$ cat src/rtl/rv32_pkg.sv
// Shared RV32I encodings for the execute stage: ALU op codes, branch types,
// writeback selects and the forwarding match helper.
package rv32_pkg;

    localparam logic [3:0] ALU_ADD    = 4'd0;
    localparam logic [3:0] ALU_SUB    = 4'd1;
    localparam logic [3:0] ALU_SLL    = 4'd2;
    localparam logic [3:0] ALU_SLT    = 4'd3;
    localparam logic [3:0] ALU_SLTU   = 4'd4;
    localparam logic [3:0] ALU_XOR    = 4'd5;
    localparam logic [3:0] ALU_SRL    = 4'd6;
    localparam logic [3:0] ALU_SRA    = 4'd7;
    localparam logic [3:0] ALU_OR     = 4'd8;
    localparam logic [3:0] ALU_AND    = 4'd9;
    localparam logic [3:0] ALU_PASS_B = 4'd10;

    localparam logic [2:0] BR_EQ   = 3'd0;
    localparam logic [2:0] BR_NE   = 3'd1;
    localparam logic [2:0] BR_NONE = 3'd2;
    localparam logic [2:0] BR_JUMP = 3'd3;
    localparam logic [2:0] BR_LT   = 3'd4;
    localparam logic [2:0] BR_GE   = 3'd5;
    localparam logic [2:0] BR_LTU  = 3'd6;
    localparam logic [2:0] BR_GEU  = 3'd7;

    localparam logic [1:0] WB_PC4 = 2'd0;
    localparam logic [1:0] WB_ALU = 2'd1;
    localparam logic [1:0] WB_MEM = 2'd2;

    // x0 is hardwired to zero, so it never matches a producer.
    function automatic logic fwd_match(input logic [4:0] src, input logic [4:0] rd,
                                       input logic wr);
        return wr && (rd != 5'd0) && (src == rd);
    endfunction

endpackage

$ cat src/rtl/ex_stage_if.sv
// Execute-stage bus: D/E operands and control in, writeback bypass in,
// redirect and E/M pipeline register out.
interface ex_stage_if #(
    parameter int XLEN = 32
);
    // stall_M=1 means the memory stage is not accepting: the E/M register
    // holds its contents and no redirect may be issued from E.
    logic            stall_M;
    logic [3:0]      alu_op_E;
    logic            reg_wr_E;
    logic            sel_A_E;
    logic            sel_B_E;
    logic [2:0]      wr_en_E;
    logic [2:0]      rd_en_E;
    logic [1:0]      wb_sel_E;
    logic [2:0]      br_type_E;
    logic [XLEN-1:0] pc_E;
    logic [XLEN-1:0] rs1_data_E;
    logic [XLEN-1:0] rs2_data_E;
    logic [XLEN-1:0] imm_E;
    logic [4:0]      rs1_E;
    logic [4:0]      rs2_E;
    logic [4:0]      rd_E;
    logic [4:0]      rd_W;
    logic            reg_wr_W;
    logic [XLEN-1:0] wb_data_W;
    logic            br_taken;
    logic [XLEN-1:0] br_target;
    logic [XLEN-1:0] alu_result_M;
    logic [XLEN-1:0] store_data_M;
    logic [XLEN-1:0] pc_M;
    logic [4:0]      rd_M;
    logic            reg_wr_M;
    logic [2:0]      wr_en_M;
    logic [2:0]      rd_en_M;
    logic [1:0]      wb_sel_M;

    modport master (
        output stall_M, alu_op_E, reg_wr_E, sel_A_E, sel_B_E, wr_en_E, rd_en_E,
               wb_sel_E, br_type_E, pc_E, rs1_data_E, rs2_data_E, imm_E,
               rs1_E, rs2_E, rd_E, rd_W, reg_wr_W, wb_data_W,
        input  br_taken, br_target, alu_result_M, store_data_M, pc_M, rd_M,
               reg_wr_M, wr_en_M, rd_en_M, wb_sel_M
    );

    modport slave (
        input  stall_M, alu_op_E, reg_wr_E, sel_A_E, sel_B_E, wr_en_E, rd_en_E,
               wb_sel_E, br_type_E, pc_E, rs1_data_E, rs2_data_E, imm_E,
               rs1_E, rs2_E, rd_E, rd_W, reg_wr_W, wb_data_W,
        output br_taken, br_target, alu_result_M, store_data_M, pc_M, rd_M,
               reg_wr_M, wr_en_M, rd_en_M, wb_sel_M
    );

endinterface

$ cat src/rtl/rv32_alu.sv
// Combinational RV32I ALU; shift amount is b[4:0], unused op codes give 0.
module rv32_alu
    import rv32_pkg::*;
#(
    parameter int XLEN = 32
) (
    input  logic [3:0]      op,
    input  logic [XLEN-1:0] a,
    input  logic [XLEN-1:0] b,
    output logic [XLEN-1:0] result
);

    always_comb begin
        result = '0;
        case (op)
            ALU_ADD:    result = a + b;
            ALU_SUB:    result = a - b;
            ALU_SLL:    result = a << b[4:0];
            ALU_SLT:    result = {{(XLEN-1){1'b0}}, ($signed(a) < $signed(b))};
            ALU_SLTU:   result = {{(XLEN-1){1'b0}}, (a < b)};
            ALU_XOR:    result = a ^ b;
            ALU_SRL:    result = a >> b[4:0];
            ALU_SRA:    result = $signed(a) >>> b[4:0];
            ALU_OR:     result = a | b;
            ALU_AND:    result = a & b;
            ALU_PASS_B: result = b;
            default:    result = '0;
        endcase
    end

endmodule

$ cat src/rtl/ex_stage.sv
// RV32I execute stage: M/W forwarding, ALU, branch resolution and the E/M
// register. Define EX_PERF_CNT_EN to add branch/taken event counters.
module ex_stage
    import rv32_pkg::*;
#(
    parameter int              XLEN     = 32,
    parameter logic [XLEN-1:0] RESET_PC = '0
) (
    input  logic        clk,
    input  logic        rst,
    ex_stage_if.slave   bus
`ifdef EX_PERF_CNT_EN
    ,
    output logic [31:0] branch_cnt,
    output logic [31:0] taken_cnt
`endif
);

    logic [XLEN-1:0] fwd_rs1;
    logic [XLEN-1:0] fwd_rs2;
    logic [XLEN-1:0] op_a;
    logic [XLEN-1:0] op_b;
    logic [XLEN-1:0] alu_result;
    logic            m_fwd_ok;
    logic            br_cond;

    // A load in M has no data yet; its consumer is stalled upstream.
    assign m_fwd_ok = bus.reg_wr_M && (bus.wb_sel_M != WB_MEM);

    always_comb begin
        fwd_rs1 = bus.rs1_data_E;
        if (fwd_match(bus.rs1_E, bus.rd_M, m_fwd_ok))
            fwd_rs1 = bus.alu_result_M;
        else if (fwd_match(bus.rs1_E, bus.rd_W, bus.reg_wr_W))
            fwd_rs1 = bus.wb_data_W;
    end

    always_comb begin
        fwd_rs2 = bus.rs2_data_E;
        if (fwd_match(bus.rs2_E, bus.rd_M, m_fwd_ok))
            fwd_rs2 = bus.alu_result_M;
        else if (fwd_match(bus.rs2_E, bus.rd_W, bus.reg_wr_W))
            fwd_rs2 = bus.wb_data_W;
    end

    assign op_a = bus.sel_A_E ? fwd_rs1 : bus.pc_E;
    assign op_b = bus.sel_B_E ? bus.imm_E : fwd_rs2;

    rv32_alu #(.XLEN(XLEN)) u_alu (
        .op     (bus.alu_op_E),
        .a      (op_a),
        .b      (op_b),
        .result (alu_result)
    );

    always_comb begin
        br_cond = 1'b0;
        case (bus.br_type_E)
            BR_EQ:   br_cond = (fwd_rs1 == fwd_rs2);
            BR_NE:   br_cond = (fwd_rs1 != fwd_rs2);
            BR_NONE: br_cond = 1'b0;
            BR_JUMP: br_cond = 1'b1;
            BR_LT:   br_cond = ($signed(fwd_rs1) < $signed(fwd_rs2));
            BR_GE:   br_cond = ($signed(fwd_rs1) >= $signed(fwd_rs2));
            BR_LTU:  br_cond = (fwd_rs1 < fwd_rs2);
            BR_GEU:  br_cond = (fwd_rs1 >= fwd_rs2);
            default: br_cond = 1'b0;
        endcase
    end

    // A held E instruction will be presented again, so it must not redirect yet.
    assign bus.br_taken  = br_cond && !rst && !bus.stall_M;
    assign bus.br_target = {alu_result[XLEN-1:1], 1'b0};

    always_ff @(posedge clk) begin
        if (rst) begin
            bus.alu_result_M <= '0;
            bus.store_data_M <= '0;
            bus.pc_M         <= RESET_PC;
            bus.rd_M         <= '0;
            bus.reg_wr_M     <= 1'b0;
            bus.wr_en_M      <= '0;
            bus.rd_en_M      <= '0;
            bus.wb_sel_M     <= WB_ALU;
        end else if (!bus.stall_M) begin
            bus.alu_result_M <= alu_result;
            bus.store_data_M <= fwd_rs2;
            bus.pc_M         <= bus.pc_E;
            bus.rd_M         <= bus.rd_E;
            bus.reg_wr_M     <= bus.reg_wr_E;
            bus.wr_en_M      <= bus.wr_en_E;
            bus.rd_en_M      <= bus.rd_en_E;
            bus.wb_sel_M     <= bus.wb_sel_E;
        end
    end

`ifdef EX_PERF_CNT_EN
    always_ff @(posedge clk) begin
        if (rst) begin
            branch_cnt <= '0;
            taken_cnt  <= '0;
        end else begin
            if (!bus.stall_M && (bus.br_type_E != BR_NONE) && (bus.br_type_E != BR_JUMP))
                branch_cnt <= branch_cnt + 32'd1;
            if (bus.br_taken)
                taken_cnt <= taken_cnt + 32'd1;
        end
    end
`endif

endmodule

$ cat src/flat_wrapper.sv
// flat-port wrapper written by rule: the top's interface ports become plain ports
module ex_stage_flat import rv32_pkg::*;
#(
    parameter int              XLEN     = 32,
    parameter logic [XLEN-1:0] RESET_PC = '0
)
  (clk, rst, bus_stall_M, bus_alu_op_E, bus_reg_wr_E, bus_sel_A_E, bus_sel_B_E, bus_wr_en_E, bus_rd_en_E, bus_wb_sel_E, bus_br_type_E, bus_pc_E, bus_rs1_data_E, bus_rs2_data_E, bus_imm_E, bus_rs1_E, bus_rs2_E, bus_rd_E, bus_rd_W, bus_reg_wr_W, bus_wb_data_W, bus_br_taken, bus_br_target, bus_alu_result_M, bus_store_data_M, bus_pc_M, bus_rd_M, bus_reg_wr_M, bus_wr_en_M, bus_rd_en_M, bus_wb_sel_M);
  ex_stage_if #(.XLEN(XLEN)) bus_i ();
  input  logic clk;
  input  logic rst;
  input wire logic [$bits(bus_i.stall_M)-1:0] bus_stall_M;
  input wire logic [$bits(bus_i.alu_op_E)-1:0] bus_alu_op_E;
  input wire logic [$bits(bus_i.reg_wr_E)-1:0] bus_reg_wr_E;
  input wire logic [$bits(bus_i.sel_A_E)-1:0] bus_sel_A_E;
  input wire logic [$bits(bus_i.sel_B_E)-1:0] bus_sel_B_E;
  input wire logic [$bits(bus_i.wr_en_E)-1:0] bus_wr_en_E;
  input wire logic [$bits(bus_i.rd_en_E)-1:0] bus_rd_en_E;
  input wire logic [$bits(bus_i.wb_sel_E)-1:0] bus_wb_sel_E;
  input wire logic [$bits(bus_i.br_type_E)-1:0] bus_br_type_E;
  input wire logic [$bits(bus_i.pc_E)-1:0] bus_pc_E;
  input wire logic [$bits(bus_i.rs1_data_E)-1:0] bus_rs1_data_E;
  input wire logic [$bits(bus_i.rs2_data_E)-1:0] bus_rs2_data_E;
  input wire logic [$bits(bus_i.imm_E)-1:0] bus_imm_E;
  input wire logic [$bits(bus_i.rs1_E)-1:0] bus_rs1_E;
  input wire logic [$bits(bus_i.rs2_E)-1:0] bus_rs2_E;
  input wire logic [$bits(bus_i.rd_E)-1:0] bus_rd_E;
  input wire logic [$bits(bus_i.rd_W)-1:0] bus_rd_W;
  input wire logic [$bits(bus_i.reg_wr_W)-1:0] bus_reg_wr_W;
  input wire logic [$bits(bus_i.wb_data_W)-1:0] bus_wb_data_W;
  output wire logic [$bits(bus_i.br_taken)-1:0] bus_br_taken;
  output wire logic [$bits(bus_i.br_target)-1:0] bus_br_target;
  output wire logic [$bits(bus_i.alu_result_M)-1:0] bus_alu_result_M;
  output wire logic [$bits(bus_i.store_data_M)-1:0] bus_store_data_M;
  output wire logic [$bits(bus_i.pc_M)-1:0] bus_pc_M;
  output wire logic [$bits(bus_i.rd_M)-1:0] bus_rd_M;
  output wire logic [$bits(bus_i.reg_wr_M)-1:0] bus_reg_wr_M;
  output wire logic [$bits(bus_i.wr_en_M)-1:0] bus_wr_en_M;
  output wire logic [$bits(bus_i.rd_en_M)-1:0] bus_rd_en_M;
  output wire logic [$bits(bus_i.wb_sel_M)-1:0] bus_wb_sel_M;
  assign bus_i.stall_M = bus_stall_M;
  assign bus_i.alu_op_E = bus_alu_op_E;
  assign bus_i.reg_wr_E = bus_reg_wr_E;
  assign bus_i.sel_A_E = bus_sel_A_E;
  assign bus_i.sel_B_E = bus_sel_B_E;
  assign bus_i.wr_en_E = bus_wr_en_E;
  assign bus_i.rd_en_E = bus_rd_en_E;
  assign bus_i.wb_sel_E = bus_wb_sel_E;
  assign bus_i.br_type_E = bus_br_type_E;
  assign bus_i.pc_E = bus_pc_E;
  assign bus_i.rs1_data_E = bus_rs1_data_E;
  assign bus_i.rs2_data_E = bus_rs2_data_E;
  assign bus_i.imm_E = bus_imm_E;
  assign bus_i.rs1_E = bus_rs1_E;
  assign bus_i.rs2_E = bus_rs2_E;
  assign bus_i.rd_E = bus_rd_E;
  assign bus_i.rd_W = bus_rd_W;
  assign bus_i.reg_wr_W = bus_reg_wr_W;
  assign bus_i.wb_data_W = bus_wb_data_W;
  assign bus_br_taken = bus_i.br_taken;
  assign bus_br_target = bus_i.br_target;
  assign bus_alu_result_M = bus_i.alu_result_M;
  assign bus_store_data_M = bus_i.store_data_M;
  assign bus_pc_M = bus_i.pc_M;
  assign bus_rd_M = bus_i.rd_M;
  assign bus_reg_wr_M = bus_i.reg_wr_M;
  assign bus_wr_en_M = bus_i.wr_en_M;
  assign bus_rd_en_M = bus_i.rd_en_M;
  assign bus_wb_sel_M = bus_i.wb_sel_M;
  ex_stage #(.XLEN(XLEN), .RESET_PC(RESET_PC)) u_core (.clk(clk), .rst(rst), .bus(bus_i));
endmodule
$ cat config.mk
export PLATFORM = sky130hd
export DESIGN_NAME = ex_stage_flat
export DESIGN_NICKNAME = d
export VERILOG_FILES = /design/src/rtl/rv32_pkg.sv /design/src/rtl/ex_stage_if.sv /design/src/rtl/rv32_alu.sv /design/src/rtl/ex_stage.sv /design/src/flat_wrapper.sv
export SDC_FILE = /design/constraint.sdc
export NUM_CORES = 1
export LEC_CHECK = 0
export ABC_CLOCK_PERIOD_IN_PS = 10100
export CORE_UTILIZATION = 40
export DETAILED_ROUTE_END_ITERATION = 10
export DONT_BUFFER_PORTS = 1
export PLACE_DENSITY_LB_ADDON = 0.25
export SYNTH_ARGS = -nofsm -noshare
export SYNTH_HDL_FRONTEND = slang
export SYNTH_SLANG_ARGS = --single-unit
$ cat constraint.sdc
create_clock -name clk -period 10.1 [get_ports clk]
set_clock_uncertainty 0.2 [all_clocks]
set_input_delay 2.02 -clock clk [delete_from_list [all_inputs] [get_ports clk]]
set_output_delay 2.02 -clock clk [all_outputs]
set_load 0.02 [all_outputs]
==> results of run 1 <==
critical path: stages:
cell,delay [ns]
or4_4,0.54
o21ai_1,0.23
buf_12,0.20
nor3_2,0.11
mux2i_1,0.16
o21ai_0,0.22
buf_4,0.25
a21oi_1,0.32
inv_1,0.20
ha_1,0.45
o311a_1,0.45
a2111o_1,0.40
o211a_1,0.21
o21bai_1,0.29
a31o_2,0.31
nand3_1,0.10
and4_1,0.18
a2111oi_0,0.59
nand3_1,0.42
worst min path at each step:
| stage | from | endpoint | slack (ns) | cells past startpoint |
|---|---|---|---|---|
| 2_1_floorplan | u_core.bus.store_data_M[0] | u_core.bus.store_data_M[0] | 0.34 | 2 |
| 3_3_place_gp | u_core.bus.store_data_M[0] | u_core.bus.store_data_M[0] | 0.37 | 2 |
| 3_5_place_dp | u_core.bus.store_data_M[0] | u_core.bus.store_data_M[0] | 0.37 | 2 |
| 4_1_cts | u_core.bus.store_data_M[0] | u_core.bus.store_data_M[0] | 0.38 | 2 |
| 5_1_grt | u_core.bus.store_data_M[0] | u_core.bus.store_data_M[0] | 0.41 | 2 |
| 6_report | u_core.bus.store_data_M[0] | u_core.bus.store_data_M[0] | 0.38 | 2 |
state kept, by name, summed over array words and instances, names as in the netlist:
name / flops
u_core.bus.wr_en_M: 3
u_core.bus.alu_result_M: 32
u_core.bus.rd_M: 5
u_core.bus.reg_wr_M: 1
u_core.bus.rd_en_M: 3
u_core.bus.wb_sel_M: 2
u_core.bus.pc_M: 32
u_core.bus.store_data_M: 32
power groups by stage:
| stage | Combinational [uW] | Clock, uW | Sequential (uW) |
|---|---|---|---|
| floorplan | 789 | 0 | 532 |
| global placement | 1210 | 0 | 557 |
| detailed placement | 1210 | 0 | 557 |
| CTS | 1210 | 384 | 547 |
| global route | 1320 | 400 | 550 |
| finish | 1270 | 386 | 549 |
Yosys cell counts (all sizes together), types with 41 or more instances:
| library cell | number |
|---|---|
| a21o | 48 |
| a21oi | 117 |
| a31oi | 48 |
| buf | 86 |
| clkbuf | 128 |
| dfxtp | 110 |
| ha | 128 |
| inv | 132 |
| mux2i | 177 |
| nand2 | 158 |
| nand3 | 58 |
| nand4 | 51 |
| nor2 | 227 |
| nor3 | 45 |
| o21ai | 153 |
| o22ai | 41 |
metal layers:
metal	wire, um	track usage, %	vias up	share of wire [%]
met5	20	0	-	0.019
met4	7330	27.9	2	7.1
met3	12900	14.5	308	12
met2	43900	69.2	1529	42
met1	39200	56.6	9944	38
li1	-	-	8743	-
logic make-up after synthesis:
logic type               Yosys count  share of synthesized area [%]
adder cells (fa/ha/maj)          130                           9.54
multiplexers                     226                           15.9
AND/OR/NAND/NOR                  722                           20.4
flip-flops                       110                           12.8
other                              1                         0.0218
XOR/XNOR                          34                           1.73
AO/OA/AOI/OAI                    772                           31.1
buffers and inverters            346                           8.58
per-stage QoR:
| step | total power (uW) | setup slack, ns | hold slack (ns) |
|---|---|---|---|
| 2_1_floorplan | 1320 | 0.731 | 0.341 |
| 3_3_place_gp | 1770 | 0.260 | 0.369 |
| 3_5_place_dp | 1760 | 0.276 | 0.371 |
| 4_1_cts | 2140 | 0.229 | 0.382 |
| 5_1_grt | 2270 | 0.00575 | 0.406 |
| 6_report | 2210 | 0.193 | 0.381 |
timing repair:
item / 4_1_cts / 5_1_grt
setup endpoints to repair: 0 / 3
gates resized for setup: 0 / 2
buffers inserted: 0 / 7
final cells by class:
cell class / instances / area [um2]
Antenna cell: 6 / 15.0
Inverter: 132 / 498
Sequential cell: 110 / 2200
Tap cell: 539 / 674
Timing Repair Buffer: 181 / 1450
Multi-Input combinational cell: 1885 / 13600
Clock buffer: 10 / 229
Clock inverter: 6 / 53.8
Fill cell: 4434 / 23500
==> results.md, run 1 <==
- The total nets after synthesis is 2673.
- Summed over all nets, the half-perimeter wirelength after detailed placement is 83500 um.
- In this run the deepest clock path goes through 2 buffers.
- The most common cell after layout, fill and taps aside is nor2_1.
- Internal power comes to 1070 uW.
- The number of flops mapped to enable cells by yosys is 0.
- The placed instance area is 18300 um2.
- During I/O placement, the number of pins put on the boundary was 345.
- The clock sink count is 110.
- For this run, the leading register cell type out of synthesis is dfxtp_1.
- The worst slew margin relative to its limit is 4.02%.
- The first global-routing pass estimated 143000 um of wire.
- The worst-case IR drop observed on VDD is 0.112 mV.
- The worst setup path is of the input port to output port kind.
- In this run the mean area of a mapped cell was 7.35 um2.
- Routability-driven placement finished with a final weighted congestion of 1.11.
- The run finished with clean final reports.
- The biggest area contributor in the post-synthesis netlist is dfxtp_1.
- Of the synthesized area, sequential elements account for 12.8%.
- The routed layout has 20500 vias.
- The number of failing hold endpoints at the final stage is 0.
- The via density per instance is 7.15.
- The die is 209 um tall.
- The endpoint of the worst setup timing path is bus_br_target[31].
- The total power density per cell area is 118 nW/um2.
- The total net switching power is 1140 uW.
- The total DRC errors in the routed layout is 0.
- Summing every instance area after synthesis gives 17200 um2.
- The share of total power dissipated in combinational logic is 57.6%.
- The clock network is responsible for 17.5% of the overall power.
- The pin count of the biggest net entering global routing is 101.
- The first detailed-routing pass ran for 9 iterations.
- Leaving out fill and tap cells, the most frequent cells in the layout are nor2_1 (224), mux2i_1 (175), buf_4 (174), nand2_1 (157), o21ai_0 (142).
- The level count of the clock H-tree is 3.
- In the post-synthesis netlist, the biggest area contributors are dfxtp_1 (13%), mux2i_1 (10%), ha_1 (9.3%).
- The clock tree from TritonCTS is built.
- The initial antenna violation count is 8.
- In the synthesized netlist the async set-or-reset flop fraction comes to 0%.
- Setup repair after global routing left no endpoint under its margin.
- The count of buffers inserted at the top-level ports is 0.
- The top cell type by area accounts for 12.8% of the synthesized area.
- The tree is rooted in a clkbuf_16.
- The path class of the tightest hold or removal check is flop to flop.
- The total number of nets in the final design is 2651.
- The achievable frequency is 101 MHz.
- For this block, the routed nets add up to 103000 um of wire.
- The clock period minus final worst setup slack is 9.91 ns.
- The endpoint identified for the worst register-to-register timing path is u_core.bus.alu_result_M[31].
- Once detail routing completed, the nets flagged for antenna violations numbered 0.
- After clock tree synthesis, the clock-pin slew on the worst setup and hold paths is 0.09 ns.
- The die outline width is 209 um.
- Adding up every negative setup slack in the final design gives 0 ns.
- The required arrival time at the worst endpoint is 7.88 ns.
- Counting tap cells, the placed design contains a total of 2840 instances.
- The synthesized netlist contains 91 unique library cells.
- The number of global-route vias before repair is 19100.
- The core region area is 42200 um2.
- Once layout is complete, the utilization of the core stands at 44.4%.
- Clock latency on the worst-skew pair, taken at its later pin, is 0.42 ns.
- STA classifies the critical path startpoint as an input port.
- In this run the worst setup path begins at bus_rd_W[2].
- Global routing finished with a remaining overflow of 0.
- The switching portion of total power is 51.5%.
- The ratio of final minimum period to clock period is 98.1%.
- The count of hold buffers inserted by post-cts repair is 0.
- The slew at the pin closest to its max-slew limit is 1.40 ns.
- The startpoint identified for the worst register-to-register timing path is u_core.bus.rd_M[1].
- The number of cells on the worst reg-to-reg path is 18.
- In this run, the number of DRC markers left after iteration 0 of detailed routing was 2857.
- The setup check on the worst reg-to-reg path leaves a slack of 3.12 ns.
- The number of slew-limit violations in the final report came to 0.
- In this run, CTS created clock tree buffers numbering 9.
- In this run, synthesis produced a sequential element count of 110.
- The synthesis-to-finish area growth is 8.83%.
- For this configuration, the core starts out at a cell density of 40.8%.
- At the worst endpoint, the arrival time is 7.69 ns.
- The leakage power figure is 0.00774 uW.
- Setup violations remaining at the end of the flow were counted as 0.
- After the flow finishes, the layout carries non-filler instances totaling 2869.
- Cells with a size suffix above 1 make up 12.9% of the layout.
- With fillers left out, the area of the finished cells amounts to 18700 um2.
- Of all nets on the critical path, the largest fanout is 22.
- The count of synthesis-stage warnings from yosys is 0.
- The full die area is 43900 um2.
- After detailed routing, the average wire length per cell comes to 36.0 um.
- The number of max-capacitance violations reported is 0.
- The critical path endpoint category is an output port.
- Sequential cells burn 24.9% of the power.
- The aggregate global-route resource usage is 45.8%.
- The number of rows in the core area is 75.
- The number of instances in the synthesized netlist is 2341.
No activity file was read; power rests on OpenSTA's default activity.
==> inputs of run 2 (changes only) <==
Settings changed: ABC_AREA from default to 0, CAP_MARGIN from default to 25, PLACE_DENSITY_LB_ADDON 0.25 to default.
==> results.md, run 2 (synthesis results as in run 1) <==
- In this run the worst setup path begins at bus_rd_W[2].
- The kind of critical path is input port to output port.
- At the pin with the least slew margin, the transition time is 1.23 ns.
- The H-tree was split into 3 levels.
- The residual overflow from global routing is 0.
- The startpoint identified for the worst register-to-register timing path is u_core.bus.rd_M[2].
- The synthesis-to-finish area growth is 9.70%.
- In the routed layout, each cell is associated on average with a via count of 7.19.
- The count of buffers inserted at the top-level ports is 0.
- In this design, the stage delay of the slowest critical-path cell is 0.73 ns.
- Setup violations remaining at the end of the flow were counted as 0.
- The number of slew-limit violations in the final report was 0.
- The detailed-route wire length is 108000 um.
- The required arrival time at the worst endpoint is 7.88 ns.
- The initialized floorplan defines 75 standard-cell rows.
- The die outline width is 209 um.
- The final layout contains 2667 nets.
- The clock sink count is 110.
- The most common cell after layout, fill and taps aside is nor2_1.
- For this design the top-level I/O count stands at 345.
- In this run, CTS created clock tree buffers numbering 9.
- For this design the static power due to leakage is 0.00783 uW.
- After detailed routing, the average wire length per cell comes to 37.6 um.
- For this run, the top clock speed supported by timing is 101 MHz.
- The initial antenna violation count was 7.
- The cell type group with the largest total delay on the critical path is compound AO/OA/AOI/OAI gates.
- The effective utilization at floorplan is 40.8%.
- Setup repair after global routing left no endpoint under its margin.
- Entering global routing, the biggest net connects 101 pins.
- The chip height is 209 um.
- The full die area is 43900 um2.
- The highest fanout seen on the critical path is 11.
- Setup slack closes at 0.150 ns.
- The worst slew margin relative to its limit is 17.3%.
- In the final timing run, aggregate negative setup slack is 0 ns.
- In the layout the commonest cells are nor2_1 (223), buf_4 (192), mux2i_1 (172), nand2_1 (156), o21ai_0 (138).
- After clock tree synthesis, the flow added hold-fix buffers numbering 0.
- In the final layout, the registers with the most flip-flops are u_core.bus.alu_result_M x32, u_core.bus.pc_M x32, u_core.bus.store_data_M x32.
- For this design the ratio of total power to cell area is 120 nW/um2.
- The detailed-router iteration count before antenna repair is 8.
- Data arrives at the worst endpoint at 7.73 ns.
- Prior to clock tree synthesis, the placed netlist has a worst setup slack of -0.105 ns.
- The clock tree from TritonCTS is built.
- Clock latency on the worst-skew pair, taken at its later pin, is 0.43 ns.
- The final estimated routing congestion in global placement is 1.10.
- The fraction of layout instances using a drive strength above 1 is 13.8%.
- The detailed router finished its first iteration with 3294 violations.
- In this design, the critical path's most frequently occurring cell is buf_4.
- The critical path goes through or4_4 > o21ai_1 > buf_4 > nor3_2 > buf_4 > mux2i_1 > o21ai_0 > a21o_1 > ha_1 > buf_4 > or3_1 > a211oi_1 > o21a_1 > nor2_1 > a2111oi_0 > buf_4 > nor4_1 > nor3_1 > buf_4 > nand2_1.
- The launch instance of the worst min-delay path is u_core.bus.store_data_M[0].
- The number of global-route vias before repair came to 19300.
- The aggregate global-route resource usage is 48.0%.
- The total DRC errors in the routed layout is 0.
- Clock tree synthesis selected as its root buffer the cell clkbuf_16.
- VDD sags by at most 0.152 mV.
- The number of failing hold endpoints at the final stage is 0.
- The slowest cell on the critical path is o21ai_0.
- The number of max-capacitance violations reported is 0.
- The run finished with clean final reports.
- The clock period could shrink to 9.95 ns.
- The core region area is 42200 um2.
- Clock-pin slew was measured on the worst setup and hold paths at 0.08 ns.
- Summed over all nets, the half-perimeter wirelength after detailed placement is 87800 um.
- The number of buffers between clock root and the deepest sink is 2.
- The path class of the tightest hold or removal check is flop to flop.
- The detail route stage leaves a number of antenna-violating nets equal to 0.
- The overall via count from detail_route is 20700.
- STA classifies the critical path startpoint as an input port.
- The global-route wire length before repair is 149000 um.
- The worst setup path is captured at an output port.
- Counting both buffers and inverters, the worst setup path holds a total of 5.
- The worst path uses 98.5% of the clock period.
==> run 2: changes by cell type in the layout (fill, tap and decap cells not counted), sizes merged <==
cell / before / now
bufinv: 0 / 1
clkbuf: 10 / 9
clkinvlp: 1 / 0
diode: 6 / 2
clkinv: 1 / 2
buf: 181 / 197
==> run 2: metal layers <==
metal  track usage, %  part of all wire, %  up-vias
met5             1.67                 0.11        -
li1                 -                    -     8775
met2             69.6                   41     1674
met3             18.4                   14      376
met1             58.9                   37     9874
met4             31.3                  7.7        6
==> run 2: per-stage QoR <==
step	hold slack, ns	total power [uW]	cell area (um2)	instances	utilization (%)
floorplan	0.341	1320	17200	2341	-
global placement	0.359	1800	18500	2857	43.8
detailed placement	0.366	1800	18500	2858	43.8
CTS	0.378	2210	18800	2874	44.6
global route	0.408	2330	18900	2881	44.7
finish	0.381	2280	18900	2881	44.7
==> run 2: final cells by class <==
type	instances	area (um2)
Sequential cell	110	2200
Timing Repair Buffer	197	1550
Clock buffer	9	225
Antenna cell	2	5.00
Tap cell	539	674
Inverter	132	498
Clock inverter	7	90.1
Fill cell	4397	23300
Multi-Input combinational cell	1885	13600
==> run 2: worst reg2reg max path, stage by stage, from the launching register on <==
cell	delay [ns]
dfxtp_1	0.45
or4_4	0.61
o221ai_4	0.71
or3_1	0.34
buf_4	0.23
a31oi_1	0.26
a21oi_1	0.69
inv_1	0.16
ha_1	0.44
and2_1	0.20
a221o_1	0.37
nand4_1	0.10
nand3_1	0.18
a21oi_1	0.24
o21ai_0	0.13
buf_4	0.16
a31oi_1	0.29
buf_4	0.19
o31ai_1	0.06
a2111oi_0	0.41
buf_4	0.21
nand3_1	0.26
buf_4	0.26
o21a_1	0.16
==> run 2: path summary, 6_finish.rpt <==
check / slack, ns / cells after the start / end
setup / recovery: 0.15 / 20 / bus_br_target[30]
setup reg to reg: 2.69 / 23 / u_core.bus.alu_result_M[31]
hold reg to reg: 0.38 / 2 / u_core.bus.store_data_M[0]
hold / removal: 0.38 / 2 / u_core.bus.store_data_M[0]
==> run 2: what timing repair did <==
action                                  4_1_cts  5_1_grt
resized for setup                             2        6
pin swaps                                     0        2
setup buffers                                 0        5
endpoints found under the setup margin        1       13
==> run 2: where the power goes <==
part	internal (uW)	switching, uW	total, uW
Combinational	441	869	1310
Sequential	464	85.1	549
Clock	199	216	415
